<file path="src/rtl/disp_scan_ctrl.sv">
// Round-robin scanner that time-shares one 4-bit seven-segment decoder among
// NUM_CH result channels, with freeze (hold) and single-step for board debug.
module disp_scan_ctrl #(
    parameter int NUM_CH    = 4,
    parameter int DWELL_CYC = 1000,
    parameter int CW        = $clog2(NUM_CH)
) (
    input  logic                clk,
    input  logic                rst_n,
    input  logic [4*NUM_CH-1:0] ch_data,
    input  logic [NUM_CH-1:0]   ch_en,
    input  logic                hold,
    input  logic                step,
    output logic [3:0]          disp_val,
    output logic [CW-1:0]       disp_ch,
    output logic [NUM_CH-1:0]   disp_oh,
    output logic                blank,
    output logic                adv
);

    localparam int CNTW = $clog2(DWELL_CYC);

    typedef enum logic [1:0] {
        ST_BLANK = 2'd0,
        ST_SHOW  = 2'd1,
        ST_HOLD  = 2'd2
    } state_t;

    state_t            r_state;
    logic [CNTW-1:0]   r_cnt;
    logic [CW-1:0]     r_ch;
    logic [3:0]        r_val;
    logic [NUM_CH-1:0] r_oh;
    logic              r_blank;
    logic              r_adv;

    state_t            w_state_nxt;
    logic [CNTW-1:0]   w_cnt_nxt;
    logic [CW-1:0]     w_ch_nxt;
    logic              w_blank_nxt;
    logic              w_adv_nxt;
    logic [CW-1:0]     w_ch_rr;
    logic [CW-1:0]     w_ch_low;

    // First enabled index scanning c+1, c+2, ... with wrap; may return c itself.
    function automatic logic [CW-1:0] f_nxt(input logic [CW-1:0]     c,
                                            input logic [NUM_CH-1:0] en);
        logic [CW-1:0] res;
        logic [CW:0]   idx;
        logic          found;
        res   = c;
        found = 1'b0;
        for (int k = 1; k <= NUM_CH; k++) begin
            idx = {1'b0, c} + (CW+1)'(k);
            if (idx >= (CW+1)'(NUM_CH))
                idx = idx - (CW+1)'(NUM_CH);
            if (!found && en[idx[CW-1:0]]) begin
                res   = idx[CW-1:0];
                found = 1'b1;
            end
        end
        return res;
    endfunction

    assign w_ch_rr  = f_nxt(r_ch, ch_en);
    // Scanning from the top index wraps to 0 first, yielding the lowest enabled.
    assign w_ch_low = f_nxt(CW'(NUM_CH - 1), ch_en);

    always_comb begin
        w_state_nxt = r_state;
        w_cnt_nxt   = r_cnt;
        w_ch_nxt    = r_ch;
        w_blank_nxt = 1'b0;
        w_adv_nxt   = 1'b0;
        if (ch_en == '0) begin
            w_state_nxt = ST_BLANK;
            w_cnt_nxt   = '0;
            w_blank_nxt = 1'b1;
        end else if (r_state == ST_BLANK) begin
            w_state_nxt = ST_SHOW;
            w_ch_nxt    = w_ch_low;
            w_cnt_nxt   = '0;
            w_adv_nxt   = 1'b1;
        end else if (!ch_en[r_ch]) begin
            w_ch_nxt  = w_ch_rr;
            w_cnt_nxt = '0;
            w_adv_nxt = 1'b1;
        end else if (hold) begin
            w_state_nxt = ST_HOLD;
            if (step) begin
                w_ch_nxt  = w_ch_rr;
                w_cnt_nxt = '0;
                w_adv_nxt = (w_ch_rr != r_ch);
            end
        end else begin
            // Releasing hold resumes counting on the same cycle as SHOW would.
            w_state_nxt = ST_SHOW;
            if (r_cnt == CNTW'(DWELL_CYC - 1)) begin
                w_ch_nxt  = w_ch_rr;
                w_cnt_nxt = '0;
                w_adv_nxt = (w_ch_rr != r_ch);
            end else begin
                w_cnt_nxt = r_cnt + 1'b1;
            end
        end
    end

    always_ff @(posedge clk) begin
        if (!rst_n) begin
            r_state <= ST_BLANK;
            r_cnt   <= '0;
            r_ch    <= '0;
            r_val   <= '0;
            r_oh    <= '0;
            r_blank <= 1'b1;
            r_adv   <= 1'b0;
        end else begin
            r_state <= w_state_nxt;
            r_cnt   <= w_cnt_nxt;
            r_ch    <= w_ch_nxt;
            r_blank <= w_blank_nxt;
            r_adv   <= w_adv_nxt;
            // Data follows the post-edge channel so a switch and its value coincide.
            r_val   <= w_blank_nxt ? 4'd0 : ch_data[{w_ch_nxt, 2'b00} +: 4];
            r_oh    <= w_blank_nxt ? '0 : (NUM_CH'(1) << w_ch_nxt);
        end
    end

    assign disp_val = r_val;
    assign disp_ch  = r_ch;
    assign disp_oh  = r_oh;
    assign blank    = r_blank;
    assign adv      = r_adv;

endmodule

</file>
<file path="config.mk">
export PLATFORM = sky130hd
export DESIGN_NAME = disp_scan_ctrl
export DESIGN_NICKNAME = d
export VERILOG_FILES = /design/src/rtl/disp_scan_ctrl.sv
export SDC_FILE = /design/constraint.sdc
export NUM_CORES = 1
export LEC_CHECK = 0
export ABC_AREA = 1
export BUFFER_PORTS_ARGS = -buffer_cell sky130_fd_sc_hd__buf_2
export CORE_MARGIN = 5
export CORE_UTILIZATION = 30
export DETAILED_ROUTE_END_ITERATION = 7
export HOLD_SLACK_MARGIN = 0.08
export PLACE_DENSITY = 0.63
export SLEW_MARGIN = 15
export SYNTH_ARGS = -nofsm -noshare
export SYNTH_HDL_FRONTEND = slang
export SYNTH_SLANG_ARGS = --single-unit
</file>
<file path="constraint.sdc">
create_clock -name clk -period 1.6 [get_ports clk]
set_input_delay 0.16 -clock clk [delete_from_list [all_inputs] [get_ports clk]]
set_output_delay 0.16 -clock clk [all_outputs]
set_load 0.1 [all_outputs]
</file>
==> impl_metrics.tcl, run 1 <==
set metrics [dict create \
    hold_viol 0 \
    postPlaceCellArea_sq_mm 0.00201 \
    drt_pre_antenna_iters 4 \
    fin_ws_ns -0.180 \
    effective_utilization_at_floorplan_pct 30.5 \
    worst_r2r_path_depth 13 \
    post_synth_main_area_contributors "sky130_fd_sc_hd__dfxtp_1 34%, sky130_fd_sc_hd__nand2_1 18%, sky130_fd_sc_hd__inv_1 9.7%" \
    detail_route.wirelength.met1_um 1790 \
    syn_to_final_growth_pct 70.0 \
    final_area_sq_mm 0.00243 \
    setup.worst_path.end_class "flop" \
    num_io_pins 36 \
    synthAdderAreaFrac_pct 0.873 \
    rows 25 \
    diodes_inserted 0 \
    synth_top_family_by_area "simple AND/OR/NAND/NOR gates" \
    dpl.hpwl_um 3050 \
    grt_start_max_net_pins 15 \
    antenna_left 0 \
    fraction_of_final_layout_cells_with_drive_strength_greater_than_1_pct 53.4 \
    core-area_sq_mm 0.00469 \
    violated_checks "negative setup slack" \
    fraction_of_the_mapped_netlist_area_in_simple_logic_gates_pct 40.9 \
    rsz0062_at_grt "yes" \
    clk_latency_ns 0.27 \
    finalCritPeriodShare_pct 111 \
    period_needed_ns 1.78 \
    headroom_to_the_max_slew_limit_pct 55.1 \
    finalMaxSlewViolations 0 \
    post-synth-top-area-fraction_pct 33.5 \
    worst-endpoint-arrival_ns 1.95 \
    clock_path_buffers 2 \
    tritoncts_clock_tree "done" \
    dp_worst_setup_slack_ns -0.274 \
    power.static_leakage_nw 1.14 \
    die_w_um 79.1 \
    critical_path.top_delay_family "simple AND/OR/NAND/NOR gates" \
    crit_buf_inv 0 \
    power.density_cell_area_mw_per_mm2 1060 \
    vias_per_cell 4.60 \
    yosysWarningCount 0 \
    grt_antenna_before_repair 0 \
    yosys_register_bits 24 \
    run_status "complete, but fails checks" \
    vias 1668 \
    all_layer_global_routing_usage_pct 12.9 \
    timing.fmax_mhz 562 \
    synth_cells 232 \
    worstHoldEndpoint "disp_val[2]" \
    critPathSlowestCell "sky130_fd_sc_hd__dfxtp_2" \
    first_pass_grt_wire_length_um 6610 \
    port_buffer_count 35 \
    worstPathCellList "ha_4 -> nand2_4 -> nor2_4 -> nand4_1 -> nand3_4 -> nand2_2 -> nand2_2 -> nand3_4 -> nand2_4 -> nand2_4 -> or2_0 -> nand2_1 -> nand3_1" \
    post-route-drc-count 0 \
    synth.lib_cells_used.distinct 27 \
    synth_xor_xnor_area_share_pct 0.611 \
    postSynthAreaPerCell_sq_um 6.18 \
    critical_path_class "flop to flop" \
    wl_met3_um 192 \
    clkSinkCount 24 \
    timing.rr.end "disp_val[2]" \
    worstSetupStartpointType "flop" \
    clk_pin_slew_worst_paths_ns 0.09 \
    path_common_cell "sky130_fd_sc_hd__nand2_4" \
    dr_wl_met2_um 2110 \
    worstPathMaxFanout 6 \
    avgRoutedWirePerCell_um 11.4 \
    tightest_slew_ns 0.673 \
    cts_max_level 1 \
    highest_layer "met4" \
    synth.yosys.seq_area_share_pct 33.5 \
    drv_cap 0 \
    hold_class "primary input to flop" \
    cts_root_buffer "sky130_fd_sc_hd__clkbuf_8" \
    die_h_um 79.1 \
    hold_start "ch_data[10]" \
    post_synth_mux_area_share_pct 0 \
    vdd.ir_drop.worst_mv 0.765 \
    gp_congestion 0.786 \
    fin_skew_ns 0.00256 \
    number_of_global_route_vias_before_repair 1577 \
    die_area_sq_mm 0.00626 \
    design.final.nets 335 \
    synth-compound-area-share_pct 11.4 \
    synthesis.area_sq_mm 0.00143 \
    netlist.top_cell.by_area "sky130_fd_sc_hd__dfxtp_1" \
    number_of_buffers_created_by_cts 3 \
    critPathRequiredTime_ns 1.77 \
    whs_path_depth 3 \
    drt-initial-drc-count 67 \
    setup_viol_count_final 13 \
    synth.net_count 257 \
    finalWirelength_um 4130 \
    cpPeakStageDelay_ns 0.36 \
    setup_slack_on_the_worst_flop_to_flop_path_ns -0.18 \
    grt-ovfl-total 0 \
    r2r-start "r_cnt[0]" \
]
-- kinds of logic after synthesis --
kind of cell | count (synthesis)
AOI/OAI and AO/OA | 26
xor gates and xnor gates | 1
and+or+nand+nor | 136
adders and majority gates | 1
DFF | 24
buffers and inverters | 44
-- registers in the layout (all words and copies together), names as in the netlist --
register  count
blank         1
disp_val      4
r_state       2
disp_oh       4
r_cnt        10
disp_ch       2
adv           1
-- timing repair --
item                                    in CTS  in global routing
hold buffers                                 0                  0
pin swaps                                    3                 18
endpoints found under the setup margin      10                 15
resized for setup                           29                 52
buffers inserted                             2                  5
gates cloned                                 1                  0
-- worst max path at each step --
stage	start	end	depth (start not counted)
2_1_floorplan	disp_ch[0]	disp_val[2]	16
3_3_place_gp	ch_en[1]	disp_oh[0]	8
3_5_place_dp	r_cnt[0]	disp_val[1]	14
4_1_cts	r_cnt[0]	disp_val[1]	14
5_1_grt	r_cnt[0]	disp_val[0]	14
6_report	r_cnt[0]	disp_val[2]	13
-- power breakdown --
| part | switching (W) | internal [W] |
|---|---|---|
| Sequential | 0.0000390 | 0.000660 |
| Clock | 0.000201 | 0.000335 |
| Combinational | 0.000913 | 0.000436 |
| Total | 0.00115 | 0.00143 |
-- cell usage in the layout (no fill, tap or decap), types with 2 or more instances in the layout --
cell type / n
sky130_fd_sc_hd__nor3_2: 3
sky130_fd_sc_hd__nand2_1: 39
sky130_fd_sc_hd__dfxtp_4: 2
sky130_fd_sc_hd__buf_4: 36
sky130_fd_sc_hd__nand2_2: 26
sky130_fd_sc_hd__o21ai_2: 2
sky130_fd_sc_hd__clkbuf_8: 3
sky130_fd_sc_hd__nor2_4: 5
sky130_fd_sc_hd__o31ai_2: 2
sky130_fd_sc_hd__dfxtp_1: 20
sky130_fd_sc_hd__nand3_1: 3
sky130_fd_sc_hd__a221oi_2: 2
sky130_fd_sc_hd__nor2_2: 4
sky130_fd_sc_hd__buf_6: 5
sky130_fd_sc_hd__nand4_1: 8
sky130_fd_sc_hd__nor2_1: 23
sky130_fd_sc_hd__o21ai_0: 3
sky130_fd_sc_hd__nand3_2: 6
sky130_fd_sc_hd__dfxtp_2: 2
sky130_fd_sc_hd__inv_2: 6
sky130_fd_sc_hd__a21oi_1: 7
sky130_fd_sc_hd__nor3_1: 3
sky130_fd_sc_hd__buf_2: 35
sky130_fd_sc_hd__a21oi_4: 2
sky130_fd_sc_hd__nand3_4: 4
sky130_fd_sc_hd__inv_1: 31
sky130_fd_sc_hd__nand2_4: 10
-- cells in the mapped netlist (all sizes together) --
cell type   n
nand2      75
inv        40
nor2       32
dfxtp      24
nand3      13
a21oi      10
nand4       8
nor3        6
o21ai       6
a221oi      3
o31ai       3
buf         2
clkbuf      2
a211oi      1
a22oi       1
ha          1
nor3b       1
o22ai       1
o32ai       1
or2         1
xor2        1
-- through the flow --
stage / TNS [ns] / instances / power (W) / hold slack (ns) / utilization (%)
after CTS: -0.640 / 359 / 0.00243 / 0.0909 / 46.9
after global placement: -1.97 / 352 / 0.00179 / 0.384 / 42.8
after global routing: -2.94 / 363 / 0.00274 / 0.0877 / 51.9
final: -1.25 / 363 / 0.00258 / 0.0961 / 51.9
after floorplan: -1.51 / 232 / 0.00152 / 0.250 / -
after detailed placement: -3.17 / 352 / 0.00180 / 0.381 / 42.8
-- cell type report --
class	instances	area, sq um
Sequential cell	24	490
Tap cell	54	67.6
Clock inverter	1	30.0
Fill cell	450	2260
Inverter	40	164
Timing Repair Buffer	76	502
Clock buffer	3	41.3
Multi-Input combinational cell	165	1140
-- routing by layer --
metal  up-vias  GRT usage, %
met1       742          15.7
met5         -             0
met3         8          3.63
met4         0          2.58
li1        887             -
met2        31          22.6
-- worst register-to-register path, cell delays in order (launching register included) --
cell and delay, ns:
sky130_fd_sc_hd__dfxtp_2 0.36, sky130_fd_sc_hd__ha_4 0.15, sky130_fd_sc_hd__nand2_4 0.06, sky130_fd_sc_hd__nor2_4 0.10
sky130_fd_sc_hd__nand4_1 0.15, sky130_fd_sc_hd__nand3_4 0.13, sky130_fd_sc_hd__nand2_2 0.06, sky130_fd_sc_hd__nand2_2 0.07
sky130_fd_sc_hd__nand3_4 0.09, sky130_fd_sc_hd__nand2_4 0.10, sky130_fd_sc_hd__nand2_4 0.08, sky130_fd_sc_hd__or2_0 0.21
sky130_fd_sc_hd__nand2_1 0.07, sky130_fd_sc_hd__nand3_1 0.06
Note: power is estimated with default switching activity, not from simulation.
==> inputs of run 2 (changes only) <==
CORE_MARGIN = default   (was 5)
SLEW_MARGIN = 40   (was 15)
==> impl_metrics.tcl, run 2 (synthesis gave the netlist of run 1 again) <==
set metrics [dict create \
    worstPathMaxFanout 8 \
    finalCritPeriodShare_pct 110 \
    fill_cell_instance_count_of_the_final_layout 440 \
    grt-ovfl-total 0 \
    power_frac_seq_pct 28.1 \
    setup_viol_count_final 8 \
    clkPwrFrac_pct 21.9 \
    grt_antenna_before_repair 0 \
    critical_path_class "flop to flop" \
    number_of_global_route_vias_before_repair 1646 \
    first_pass_grt_wire_length_um 6780 \
    diodes_inserted 0 \
    clk_pin_slew_worst_paths_ns 0.08 \
    vias 1696 \
    clkSinkCount 24 \
    worst-endpoint-arrival_ns 1.93 \
    drt_pre_antenna_iters 6 \
    p_sw_w 0.00109 \
    avgRoutedWirePerCell_um 11.2 \
    clk_latency_ns 0.27 \
    die_w_um 71.1 \
    total_power_w 0.00248 \
    port_buffer_count 35 \
    hold_class "primary input to flop" \
    rows 24 \
    top_register "r_cnt" \
    gp_congestion 0.805 \
    post-route-drc-count 0 \
    fin_ws_ns -0.158 \
    vias_per_cell 4.63 \
    finalMaxSlewViolations 0 \
    tritoncts_clock_tree "done" \
    hold_viol 0 \
    fraction_of_final_layout_cells_with_drive_strength_greater_than_1_pct 50.0 \
    final_cell_mix "46 x sky130_fd_sc_hd__nand2_1, 42 x sky130_fd_sc_hd__buf_4, 35 x sky130_fd_sc_hd__buf_2, 33 x sky130_fd_sc_hd__inv_1, 25 x sky130_fd_sc_hd__nor2_1" \
    power.density_cell_area_mw_per_mm2 1060 \
    drv_cap 0 \
    rsz0062_at_grt "yes" \
    timing.fmax_mhz 569 \
    worstSetupStartpointType "flop" \
    power.share.combinational_pct 50.1 \
    vdd.ir_drop.worst_mv 0.564 \
    power.static_leakage_nw 1.14 \
    violated_checks "negative setup slack" \
    effective_utilization_at_floorplan_pct 32.0 \
    power_report.internal_total_w 0.00139 \
    layout_commonest_cell "sky130_fd_sc_hd__nand2_1" \
    clock_path_buffers 2 \
    core-area_sq_mm 0.00447 \
    dpl.hpwl_um 2910 \
    cts_hold_repair.buffers 0 \
    drt-initial-drc-count 59 \
    period_needed_ns 1.76 \
    die_h_um 71.1 \
    setup.worst_path.end_class "flop" \
    largest_register_ff_count 10 \
    number_of_buffers_created_by_cts 3 \
    syn_to_final_growth_pct 63.6 \
    run_status "complete, but fails checks" \
    tightest_slew_ns 0.614 \
    grt_start_max_net_pins 15 \
    fin_skew_ns 0.00627 \
    sw_frac_of_total_pct 43.9 \
    antenna_left 0 \
    finalWirelength_um 4100 \
    headroom_to_the_max_slew_limit_pct 59.0 \
    design.final.nets 340 \
    die_area_sq_mm 0.00506 \
    cts_max_level 1 \
    all_layer_global_routing_usage_pct 16.5 \
    num_io_pins 36 \
    cts_root_buffer "sky130_fd_sc_hd__clkbuf_8" \
    dp_worst_setup_slack_ns -0.244 \
    critPathRequiredTime_ns 1.77 \
]
run 2: final cells by class:
type / count / area [sq um] / share of cell area [%]
Clock buffer: 3 / 41.3 / 1.76
Clock inverter: 1 / 30.0 / 1.28
Inverter: 40 / 164 / 6.99
Multi-Input combinational cell: 165 / 1020 / 43.4
Sequential cell: 24 / 492 / 21.0
Tap cell: 52 / 65.1 / 2.78
Timing Repair Buffer: 81 / 536 / 22.9
run 2: through the flow:
stage | cell area, sq um | setup TNS, ns | utilization [%] | hold WS [ns] | std cells
detailed placement | 2000 | -2.26 | 44.7 | 0.382 | 349
finish | 2340 | -0.889 | 52.4 | 0.0999 | 366
global route | 2340 | -2.14 | 52.4 | 0.107 | 366
floorplan | 1550 | -1.51 | - | 0.250 | 232
CTS | 2190 | -0.891 | 49.0 | 0.0948 | 359
global placement | 2000 | -1.38 | 44.7 | 0.383 | 349
run 2: worst paths after layout:
kind                                   from          end  slack (ns)  cells past startpoint
worst min register to register   r_state[1]   r_state[1]        0.52                      2
worst min-delay path            ch_data[10]  disp_val[2]         0.1                      3
worst max register to register   disp_ch[0]  disp_val[2]       -0.16                     15
worst max-delay path             disp_ch[0]  disp_val[2]       -0.16                     15
run 2: per-layer routing:
layer	global-route usage (%)	wire [um]	vias to the layer above	share of wire, %
li1	-	-	902	-
met1	19.6	1840	753	45
met2	30.8	2070	34	50
met3	3.13	137	7	3.3
met4	3.33	51	0	1.2
met5	0	0	-	0
run 2: timing repair:
| item | CTS | global route |
|---|---|---|
| pin swaps | 10 | 17 |
| resized for setup | 20 | 31 |
| setup buffers | 5 | 7 |
| cloned | 1 | 0 |
| setup endpoints to repair | 11 | 20 |
run 2: critical path: stages (launching register included):
cell and delay, ns:
sky130_fd_sc_hd__dfxtp_4 0.40, sky130_fd_sc_hd__inv_8 0.09, sky130_fd_sc_hd__nand2_2 0.07, sky130_fd_sc_hd__nand2_4 0.09
sky130_fd_sc_hd__nand2_2 0.05, sky130_fd_sc_hd__nand2_1 0.08, sky130_fd_sc_hd__inv_2 0.05, sky130_fd_sc_hd__nand2_2 0.08
sky130_fd_sc_hd__nand2_1 0.05, sky130_fd_sc_hd__nand2_1 0.06, sky130_fd_sc_hd__nand3_2 0.11, sky130_fd_sc_hd__nand2_2 0.13
sky130_fd_sc_hd__nand2_4 0.08, sky130_fd_sc_hd__or2_0 0.20, sky130_fd_sc_hd__nand2_1 0.06, sky130_fd_sc_hd__nand3_1 0.05
run 2: power by group through the flow:
stage | Combinational [W] | Clock, W | Sequential [W]
2_1_floorplan | 0.000430 | 0 | 0.00109
6_report | 0.00124 | 0.000542 | 0.000696
4_1_cts | 0.00117 | 0.000555 | 0.000695
3_5_place_dp | 0.00107 | 0 | 0.000708
5_1_grt | 0.00133 | 0.000573 | 0.000705
3_3_place_gp | 0.00107 | 0 | 0.000707
